**config.mk**
```make
export PLATFORM = sky130hd
export DESIGN_NAME = fetch_unit_flat
export DESIGN_NICKNAME = d
export VERILOG_FILES = /design/src/rtl/fetch_unit_if.sv /design/src/rtl/fetch_unit.sv /design/src/flat_wrapper.sv
export SDC_FILE = /design/constraint.sdc
export NUM_CORES = 1
export LEC_CHECK = 0
export CAP_MARGIN = 15
export CORE_UTILIZATION = 47
export CTS_BUF_LIST = sky130_fd_sc_hd__clkbuf_8 sky130_fd_sc_hd__clkbuf_16
export CTS_CLUSTER_DIAMETER = 40
export CTS_CLUSTER_SIZE = 28
export DETAILED_ROUTE_END_ITERATION = 16
export HOLD_SLACK_MARGIN = 0.1
export PLACE_DENSITY = 0.86
export SETUP_SLACK_MARGIN = 0.05
export SYNTH_ARGS = -nofsm -noshare
export SYNTH_HDL_FRONTEND = slang
export SYNTH_SLANG_ARGS = --single-unit
```
**constraint.sdc**
```tcl
create_clock -name clk -period 4.6 [get_ports clk]
set_clock_uncertainty 0.1 [all_clocks]
set_input_delay 0.46 -clock clk [delete_from_list [all_inputs] [get_ports clk]]
set_output_delay 0.46 -clock clk [all_outputs]
set_load 0.05 [all_outputs]
```
**src/rtl/fetch_unit_if.sv**
```systemverilog
// ---------------------------------------------------------------------------
// Module   : fetch_unit_if
// Brief    : Instruction-memory read handshake (req/ready) between fetch and memory.
// Revision : 1.0 - initial release
// ---------------------------------------------------------------------------
`default_nettype none

interface fetch_unit_if;
    logic        mem_req;
    logic [15:0] mem_addr;
    logic [15:0] mem_rdata;
    logic        mem_ready;

    modport master (
        output mem_req,
        output mem_addr,
        input  mem_rdata,
        input  mem_ready
    );

    modport slave (
        input  mem_req,
        input  mem_addr,
        output mem_rdata,
        output mem_ready
    );
endinterface

`default_nettype wire

```
**src/rtl/fetch_unit.sv**
```systemverilog
// ---------------------------------------------------------------------------
// Module   : fetch_unit
// Brief    : Fetch stage: reads PC from the register bank, fetches one 16-bit
//            instruction over req/ready and writes back the next PC.
// Revision : 1.0 - initial release
// ---------------------------------------------------------------------------
`default_nettype none

module fetch_unit #(
    parameter int PC_STEP       = 2,
    parameter int SETTLE_CYCLES = 2
) (
    input  wire logic        clk,
    input  wire logic        rst,
    fetch_unit_if.master     mem,
    input  wire logic [15:0] pc_data_out,
    input  wire logic        wr_en,
    input  wire logic        stall,
    input  wire logic        branch_en,
    input  wire logic [15:0] branch_target,
    output logic      [15:0] pc_data_in,
    output logic             pc_inc,
    output logic      [15:0] instr,
    output logic             instr_valid,
    output logic      [3:0]  src_reg,
    output logic      [3:0]  dst_reg
);

    localparam logic [2:0]  c_settle_reload = 3'(SETTLE_CYCLES - 1);
    localparam logic [15:0] c_pc_step       = 16'(PC_STEP);

    typedef enum logic [1:0] {
        SETTLE = 2'd0,
        REQ    = 2'd1,
        UPDATE = 2'd2
    } state_t;

    state_t      r_state;
    state_t      w_state_nxt;
    logic [2:0]  r_cnt;
    logic [2:0]  w_cnt_nxt;
    logic [15:0] r_mem_addr;
    logic [15:0] w_addr_nxt;
    logic        r_mem_req;
    logic        r_pc_inc;
    logic        r_instr_valid;
    logic [15:0] r_instr;
    logic [3:0]  r_src_reg;
    logic [3:0]  r_dst_reg;
    logic        r_br_pend;
    logic [15:0] r_br_target;
    logic        w_capture;
    logic        w_update_ok;
    logic [15:0] w_next_pc;

    always_ff @(posedge clk or negedge rst) begin
        if (!rst) begin
            r_state <= SETTLE;
            r_cnt   <= c_settle_reload;
        end else begin
            r_state <= w_state_nxt;
            r_cnt   <= w_cnt_nxt;
        end
    end

    // Counter saturates at zero, so a stall released late starts the fetch on the next edge.
    always_comb begin
        w_state_nxt = r_state;
        w_cnt_nxt   = r_cnt;
        w_addr_nxt  = r_mem_addr;
        w_capture   = 1'b0;
        w_update_ok = 1'b0;
        case (r_state)
            SETTLE: begin
                if (r_cnt != 3'd0) begin
                    w_cnt_nxt = r_cnt - 3'd1;
                end else if (!stall) begin
                    w_addr_nxt  = pc_data_out;
                    w_state_nxt = REQ;
                end
            end
            REQ: begin
                if (mem.mem_ready) begin
                    w_capture   = 1'b1;
                    w_state_nxt = UPDATE;
                end
            end
            UPDATE: begin
                if (!wr_en) begin
                    w_update_ok = 1'b1;
                    w_cnt_nxt   = c_settle_reload;
                    w_state_nxt = SETTLE;
                end
            end
            default: begin
                w_cnt_nxt   = c_settle_reload;
                w_state_nxt = SETTLE;
            end
        endcase
    end

    always_ff @(posedge clk or negedge rst) begin
        if (!rst) begin
            r_mem_req     <= 1'b0;
            r_mem_addr    <= '0;
            r_pc_inc      <= 1'b0;
            r_instr_valid <= 1'b0;
            r_instr       <= '0;
            r_src_reg     <= '0;
            r_dst_reg     <= '0;
            r_br_pend     <= 1'b0;
            r_br_target   <= '0;
        end else begin
            r_mem_req     <= (w_state_nxt == REQ);
            r_mem_addr    <= w_addr_nxt;
            r_pc_inc      <= (w_state_nxt == UPDATE);
            r_instr_valid <= w_capture;
            if (w_capture) begin
                r_instr   <= mem.mem_rdata;
                r_src_reg <= mem.mem_rdata[11:8];
                r_dst_reg <= mem.mem_rdata[7:4];
            end
            // A branch arriving with a successful update is consumed by it, not deferred.
            if (w_update_ok) begin
                r_br_pend <= 1'b0;
            end else if (branch_en) begin
                r_br_pend   <= 1'b1;
                r_br_target <= branch_target;
            end
        end
    end

    assign w_next_pc = branch_en ? branch_target :
                       r_br_pend ? r_br_target   :
                                   r_mem_addr + c_pc_step;

    assign mem.mem_req  = r_mem_req;
    assign mem.mem_addr = r_mem_addr;
    assign pc_inc       = r_pc_inc;
    assign pc_data_in   = r_pc_inc ? w_next_pc : 16'h0000;
    assign instr        = r_instr;
    assign instr_valid  = r_instr_valid;
    assign src_reg      = r_src_reg;
    assign dst_reg      = r_dst_reg;

endmodule

`default_nettype wire
```
**src/flat_wrapper.sv**
```systemverilog
// flat-port wrapper written by rule: the top's interface ports become plain ports
module fetch_unit_flat 
#(
    parameter int PC_STEP       = 2,
    parameter int SETTLE_CYCLES = 2
)
  (clk, rst, pc_data_out, wr_en, stall, branch_en, branch_target, pc_data_in, pc_inc, instr, instr_valid, src_reg, dst_reg, mem_mem_req, mem_mem_addr, mem_mem_rdata, mem_mem_ready);
  fetch_unit_if mem_i ();
  input  wire logic clk;
  input  wire logic rst;
  input  wire logic [15:0] pc_data_out;
  input  wire logic wr_en;
  input  wire logic stall;
  input  wire logic branch_en;
  input  wire logic [15:0] branch_target;
  output logic      [15:0] pc_data_in;
  output logic pc_inc;
  output logic      [15:0] instr;
  output logic instr_valid;
  output logic      [3:0] src_reg;
  output logic      [3:0] dst_reg;
  output wire logic [$bits(mem_i.mem_req)-1:0] mem_mem_req;
  output wire logic [$bits(mem_i.mem_addr)-1:0] mem_mem_addr;
  input wire logic [$bits(mem_i.mem_rdata)-1:0] mem_mem_rdata;
  input wire logic [$bits(mem_i.mem_ready)-1:0] mem_mem_ready;
  assign mem_mem_req = mem_i.mem_req;
  assign mem_mem_addr = mem_i.mem_addr;
  assign mem_i.mem_rdata = mem_mem_rdata;
  assign mem_i.mem_ready = mem_mem_ready;
  fetch_unit #(.PC_STEP(PC_STEP), .SETTLE_CYCLES(SETTLE_CYCLES)) u_core (.clk(clk), .rst(rst), .mem(mem_i), .pc_data_out(pc_data_out), .wr_en(wr_en), .stall(stall), .branch_en(branch_en), .branch_target(branch_target), .pc_data_in(pc_data_in), .pc_inc(pc_inc), .instr(instr), .instr_valid(instr_valid), .src_reg(src_reg), .dst_reg(dst_reg));
endmodule
```
==> Word level (Yosys, flattened, before mapping) <==
Index checks and enable logic that the tools add are counted.
{ "word_totals": {"regBits": 65, "out_inout_bits": 59} }
{ "op_classes": {"n_addsub": 2, "eq_ne": 6, "n_mux": 17, "n_bitwise": 4, "n_reduce_logical": 6} }
{ "ops": {"columns": ["op", "count"], "rows": [
  ["16-bit two-way mux", 3],
  ["16-bit by 2-bit adder with 16-bit output, second input constant", 1],
  ["3-bit case mux with 3 select lines", 1],
  ["2-bit two-way mux", 4],
  ["1-bit two-way mux", 6],
  ["3-bit two-way mux", 2],
  ["2-bit case mux with 3 select lines", 1],
  ["3-bit AND reduction", 2],
  ["2-bit by 1-bit == test with 1-bit output, second input constant", 2],
  ["2-bit == test, second input constant", 2],
  ["1-bit NOT", 4],
  ["3-bit nonzero test", 1],
  ["3-bit by 1-bit subtractor with 3-bit output, second input constant", 1],
  ["2-bit logical NOT", 1],
  ["2-bit by 1-bit inequality test with 1-bit output, second input constant", 1],
  ["2-bit inequality test, second input constant", 1],
  ["2-bit AND reduction", 1],
  ["2-bit nonzero test", 1]
]} }

==> Logic depth before layout (Yosys ltp) <==
Gate-level depths: netlist of run 1.
{ "depth": {"depth_word": 4, "ltp_mapped": 7, "depth_no_buf": 7} }

==> Worst setup path after synthesis of run 1 <==
Ideal clock, no wire load.
{ "synth_timing": {"path_kind": "flip-flop to output port", "start": "register u_core.r_mem_addr[3] (netlist: u_core.mem.mem_addr[3])", "end": "output pc_data_in[14]", "t_arrival_ns": 2.596, "path_slack_ns": 1.444, "path_stages_with_launch": 6, "path_cell_list": "dfrtp_1 > nand4_1 > nor2_1 > nand3_1 > xor2_1 > a211oi_1"} }
{ "synth_between": {"elab_chain_cells": 4} }
{ "synth_rtl": {"columns": ["element", "line", "source"], "rows": [
  ["start: declaration", "fetch_unit.sv:42", "logic [15:0] r_mem_addr;"],
  ["start signal: assignment", "fetch_unit.sv:115", "r_mem_addr <= w_addr_nxt;"],
  ["16-bit by 2-bit adder with 16-bit output", "fetch_unit.sv:135", "r_mem_addr + c_pc_step;"],
  ["16-bit two-way mux", "fetch_unit.sv:134", "r_br_pend ? r_br_target :"],
  ["16-bit two-way mux", "fetch_unit.sv:133", "assign w_next_pc = branch_en ? branch_target :"],
  ["16-bit two-way mux", "fetch_unit.sv:140", "assign pc_data_in = r_pc_inc ? w_next_pc : 16'h0000;"],
  ["end: declaration", "flat_wrapper.sv:16", "output logic [15:0] pc_data_in;"]
]} }
Every way passes these cells.

==> Worst setup path after layout of run 1 <==
{ "layout_timing": {"start": "input branch_en", "end": "output pc_data_in[5]"} }
{ "layout_between": {"elab_chain_cells": 2} }
{ "layout_rtl": {"columns": ["element", "line", "source"], "rows": [
  ["start: declaration", "flat_wrapper.sv:14", "input wire logic branch_en;"],
  ["16-bit two-way mux", "fetch_unit.sv:133", null],
  ["16-bit two-way mux", "fetch_unit.sv:140", null]
]} }
Every way passes these cells.

==> results of run 1 <==
==> logic make-up after synthesis <==
group           synth area share [%]
compound gates                 8.826
xor+xnor                       4.077
fa+ha+maj                      1.344
buf+inv                        5.600
flops                          51.12
mux                            13.98
simple gates                   15.05
==> power breakdown <==
part | internal [uW] | switching, uW | total [uW] | leakage [uW]
registers | 703 | 225 | 927 | 0.000694
logic | 638 | 1110 | 1750 | 0.000935
clock network | 219 | 194 | 413 | 0.0000977
==> worst max-delay path: cells and delay by family <==
kind	cells	cell delay, ns
AO/OA/AOI/OAI	2	0.41
buffers and inverters	3	1.87
AND/OR/NAND/NOR	1	0.35
==> layer usage <==
layer | track usage [%] | wire, microns | vias to the layer above
met4 | 9.818 | 109 | 0
met3 | 4.368 | 358 | 11
li1 | - | - | 1131
met5 | 0 | 0 | -
met1 | 32.53 | 3004 | 1170
met2 | 38.62 | 3529 | 72
==> cell usage after synthesis, types with 6 or more instances <==
| cell type | instances |
|---|---|
| buf_4 | 10 |
| nor2_1 | 16 |
| mux2_2 | 32 |
| nand3_1 | 7 |
| dfrtp_1 | 56 |
| o21ai_0 | 6 |
| clkbuf_1 | 6 |
| a21oi_1 | 13 |
| nand2_1 | 56 |
| xor2_1 | 8 |
| o221ai_1 | 8 |
| inv_1 | 8 |
==> per-stage QoR <==
stage | setup WS, ns | power [uW] | cells | hold WS [ns] | util [%]
6_report | 0.9317 | 3092 | 451 | 0.1540 | 72.40
5_1_grt | 0.6809 | 3259 | 451 | 0.2276 | 72.40
4_1_cts | 0.9408 | 3107 | 451 | 0.1872 | 72.40
3_5_place_dp | 1.033 | 2683 | 435 | 0.3614 | 69.25
3_3_place_gp | 1.063 | 2644 | 435 | 0.3590 | 69.25
2_1_floorplan | 1.444 | 2124 | 270 | 0.06441 | -
==> worst paths after layout <==
| kind | start | end | slack (ns) |
|---|---|---|---|
| setup / recovery | branch_en | pc_data_in[5] | 0.93 |
| min in group clk | u_core.instr[1] | u_core.instr[1] | 0.37 |
| hold / removal | rst | u_core.r_br_target[11] | 0.15 |
| max in group asynchronous | rst | u_core.mem.mem_addr[8] | 3.76 |
| hold reg to reg | u_core.instr[1] | u_core.instr[1] | 0.37 |
| setup reg to reg | u_core.r_cnt[0] | u_core.mem.mem_addr[5] | 2.18 |
==> final cells by class <==
cell class                      instances  share of cell area, %
Sequential cell                        57                  35.16
Multi-Input combinational cell        184                  29.77
Clock buffer                           11                  3.729
Timing Repair Buffer                  113                  27.67
Clock inverter                          5                 0.6163
Tap cell                               72                  2.219
Inverter                                9                 0.8321
==> placed cells by master, fill, tap and decap left out, types with 6 or more instances in the layout <==
cell             instances
a21oi_1                 13
inv_1                   10
xor2_1                   8
o21ai_0                  6
nand3_1                  7
dfrtp_1                 56
clkdlybuf4s50_1        111
nor2_1                  16
nand2_1                 56
clkbuf_8                11
mux2_2                  32
o221ai_1                 8
==> metrics.md, run 1 <==
| Metric | Value |
|---|---|
| Clock root buffer | clkbuf_8 |
| Final RePlAce weighted congestion | 0.9219 |
| Synth top area share | 50.18% |
| FP Rows | 27 |
| Number of synthesized register bits | 57 |
| DRT Pass-1 Iters | 4 |
| EDFF count, synth | 0 |
| Total number of vias | 2384 |
| Period utilization | 79.74% |
| Post-route DRC | 0 |
| Post-CTS setup buffers | 0 |
| Worst skew pair latency | approximately 0.33 ns |
| Syn nets | ~330 |
| Status | completed |
| Final min period | about 3.7 ns |
| Max Freq | between 0.2 and 0.3 GHz |
| TritonCTS clock tree | done |
| Slew @ Worst Pin | 1.078 ns |
| Initial antenna violation count | 0 |
| Ports | ~110 |
| PwrDens | between 700 and 800 nW/um^2 |
| Fill count | ~420 |
| Synth Flop Type | dfrtp_1 |
| FF-to-FF path depth | 5 |
| Synth area leaders | dfrtp_1 50%, mux2_2 13%, nand2_1 7.5% |
| Die width | between 70 and 80 microns |
| Warnings, synthesis | 0 |
| FF/Latch Area | around 1400 sq um |
| Worst-path fanout max | 13 |
| Vias in the first global route | around 2300 |
| Area after DPL | about 3900 sq um |
| RSZ-0062 raised after global routing | no |
| Gr usage total | 24.20% |
| Antenna viol nets, final | 0 |
| Multi-input logic area | 1209 sq um |
| WL/cell | roughly 16 microns |
| Worst min path class | in2async |
| Synth-to-layout area growth | 45.39% |
| Most frequent CP cell | clkdlybuf4s50_1 |
| Worst setup EP type | primary output |
| VDD IR max | roughly 0.00047 V |
| Final instance area | about 4000 sq um |
| Reported max-cap violation count | 0 |
| Clock-pin slew on the worst setup and hold paths | roughly 0.060 ns |
| Detailed Route WL | between 7000 and 8000 microns |
| Cell Area, Synth | 2793 sq um |
| Ys async rst share | 100.0% |
| Antenna Diode Count | 0 |
| Worst-path cell with the longest stage delay | clkdlybuf4s50_1 |
| Nets | between 400 and 500 |
| Initial core utilization | 49.80% |
| Register area share after synthesis | roughly 51% |
| Worst setup path category | in2out |
| Fin. max-slew vios | 0 |
| Share of post-route cells with drive strength above 1 | 13.98% |
| Full die area | between 6000 and 7000 sq um |
| Yosys cell types | 34 |
| Required time worst endpoint | ~4.0 ns |
| Htree depth | 3 |
| Core area | roughly 5600 sq um |
| Port Buffer Count | between 100 and 150 |
| Syn Area/Cell | a little over 10 sq um |
| Final setup fails | 0 |
| Grt ovf | 0 |
| Fin Setup TNS | 0 ns |
| Worst EP arrival | 3.11 ns |
| Crit-path max cell delay | between 0.8 and 0.9 ns |
| DIE HEIGHT | approximately 79 microns |
| Slew HR | between 20 and 30% |
| Leak | between 0.0015 and 0.002 uW |
| Setup crit start kind | input port |
| Hpwl dp | 5146 microns |
| Clk sink count | 57 |
| Cts bufs inserted | 9 |
| Max clock buf depth | 2 |
| Hold-fix buffers, CTS | 0 |
| CP cell instances | clkdlybuf4s50_1, inv_1, nand2_1, o22ai_1, a211oi_1, clkdlybuf4s50_1 |
| Largest net degree at the start of global routing | just under 60 |
| DR iter-0 viols | roughly 230 |
| Mapped Cells | 270 |
| CTS resizes | 0 |
| Vias per cell | about 5.3 |
| Cell taking the most area after synthesis | dfrtp_1 |
| First-pass GRT wire length | 11340 microns |
| Final hold viol count | 0 |
(Power assumes the default switching activity.)
==> run 2: changes to the inputs <==
CORE_UTILIZATION = 39   (was 47)
PLACE_DENSITY = 0.76   (was 0.86)
clock period = 3 ns   (was 4.6 ns; I/O delays follow)
==> metrics.md, run 2 (synthesized netlist as in run 1, its figures left out) <==
| Metric | Value |
|---|---|
| Status | completed |
| Worst setup EP type | primary output |
| Placed cells | 464 (+6.7%) |
| CTS resizes | 0 (unchanged) |
| Final min period | approximately 2.7 ns |
| DIE HEIGHT | 86.62 microns (+9.5%) |
| Vias per cell | 4.929 (-6.7%) |
| Setup slack at placement | 0.4585 ns (-0.5741 ns) |
| Antenna Diode Count | 0 (unchanged) |
| FF/Latch Area | 1428 sq um (unchanged) |
| VDD IR max | 0.0006023 V (+29%) |
| RR Endpoint | u_core.mem.mem_addr[9] |
| FF-to-FF path depth | 6 (+1) |
| RSZ-0062 raised after global routing | no |
| Share of post-route cells with drive strength above 1 | 18.96% (+5.0 points) |
| DRT Pass-1 Iters | 4 (unchanged) |
| R2r startpoint | u_core.r_cnt[0] |
| Post-route DRC | 0 (unchanged) |
| Worst setup path category | reg2out |
| WL/cell | 14.77 microns (-4.8%) |
| Period utilization | a little under 90% |
| Max clock buf depth | 2 (unchanged) |
| Worst EP arrival | 2.26 ns (-0.85 ns) |
| Initial antenna violation count | 0 (unchanged) |
| Commonest non-fill, non-tap cell in the layout | clkdlybuf4s50_1 |
| Die width | 86.62 microns (+9.5%) |
| Vias in the first global route | 2281 (-1.2%) |
| Final setup fails | 0 (unchanged) |
| TritonCTS clock tree | done |
| Full die area | 7503 sq um (+20%) |
| Nets | 437 (+1.4%) |
| Fin. max-slew vios | 0 (unchanged) |
| Leak | 0.001818 uW (+5.3%) |
| Post-route worst setup slack | 0.3376 ns (-0.5942 ns) |
| Reported max-cap violation count | 0 (unchanged) |
| Worst Setup EP | pc_data_in[2] |
| Most frequent cells in the layout | 98 x clkdlybuf4s50_1, 56 x nand2_1, 56 x dfrtp_1 |
| Hpwl dp | 5294 microns (+2.9%) |
| Fill count | 553 (+32%) |
| Worst R2R Setup Slack | 1.05 ns (-1.13 ns) |
| Clock root buffer | clkbuf_8 |
| First-pass GRT wire length | 11390 microns (+0.43%) |
| Htree depth | 3 (unchanged) |
| Clk sink count | 57 (unchanged) |
| Gr usage total | 19.88% (-4.3 points) |
| Final hold viol count | 0 (unchanged) |
| Multi-input logic area | 1214 sq um (+0.41%) |
| Power consumption | 4886 uW (+58%) |
| Synth-to-layout area growth | 52.24% |
| Worst-path fanout max | 7 (-6) |
| Worst min path class | reg2reg |
| Largest net degree at the start of global routing | 45 (-22%) |
| Cts bufs inserted | 9 (unchanged) |
| Setup crit start kind | flip-flop |
| PwrDens | 1149 nW/um^2 (+51%) |
| Max Freq | approximately 0.38 GHz |
| Worst skew pair latency | 0.32 ns (about the same) |
| Core area | 6869 sq um (+22%) |
| Port Buffer Count | 112 (unchanged) |
| FP Rows | 30 (+11%) |
| Grt ovf | 0 (unchanged) |
| Slew @ Worst Pin | 0.9587 ns (-0.1191 ns) |
| Required time worst endpoint | 2.60 ns (-1.44 ns) |
| Critical Path Start | u_core.mem.mem_addr[1] |
| DR iter-0 viols | 114 (-49%) |
| Hold Startpoint | u_core.instr[12] |
| Final RePlAce weighted congestion | 0.8619 (-6.5%) |
| Fin Setup TNS | 0 ns (unchanged) |
| Antenna viol nets, final | 0 (unchanged) |
| Clock-pin slew on the worst setup and hold paths | 0.06 ns (about the same) |
| Initial core utilization | 40.66% (-9.1 points) |
| Ports | 113 (unchanged) |
| Total number of vias | 2371 (-0.55%) |
| Slew HR | 36.09% (+8.2 points) |
| Detailed Route WL | 7106 microns (+1.5%) |
| Fin cells | 481 (+6.7%) |
## run 2: through the flow
| step | area (sq um) | hold slack, ns | util [%] |
|---|---|---|---|
| after floorplan | 2798 | -0.09559 | - |
| after global placement | 4049 | 0.3570 | 58.94 |
| after detailed placement | 4049 | 0.3612 | 58.94 |
| after CTS | 4252 | 0.3765 | 61.89 |
| after global routing | 4252 | 0.3928 | 61.89 |
| final | 4252 | 0.3693 | 61.89 |
## run 2: power by group
part / internal, uW / total [uW] / switching (uW) / leakage [uW]
clock: 384 / 675 / 291 / 0.000107
sequential: 1080 / 1410 / 337 / 0.000694
combinational: 1060 / 2800 / 1730 / 0.00102
## run 2: metal layers
metal | GRT usage [%] | wire, microns | vias up
li1 | - | - | 1141
met5 | 0 | 0 | -
met4 | 8.939 | 167 | 0
met1 | 25.99 | 3134 | 1133
met2 | 31.17 | 3382 | 83
met3 | 5.143 | 422 | 14
## run 2: repair_timing
item | 4_1_cts | 5_1_grt
hold endpoints to repair | 41 | 0
setup buffers | 0 | 0
hold buffers | 1 | 0
## run 2: layout make-up
cell class | instances | share of cell area [%]
inverter | 9 | 0.7946
clock buffer | 13 | 4.208
multi-input combinational | 184 | 28.55
clock inverter | 3 | 0.3237
sequential | 57 | 33.58
tap | 96 | 2.825
timing repair buffer | 119 | 29.72
## run 2: worst min path at each step
stage,slack (ns),end,cells after the start
6_report,0.37,u_core.instr[12],2
5_1_grt,0.39,u_core.instr[14],2
4_1_cts,0.38,u_core.instr[14],2
3_5_place_dp,0.36,u_core.instr[14],2
3_3_place_gp,0.36,u_core.instr[12],2
2_1_floorplan,-0.1,u_core.dst_reg[0],0
## run 2: critical path, cell delays in order (launching register included)
cell             delay (ns)
dfrtp_1                0.46
ha_1                   0.35
mux2i_1                0.07
nor2_1                 0.09
a21oi_1                0.05
nor2_1                 0.11
clkdlybuf4s50_1        0.80
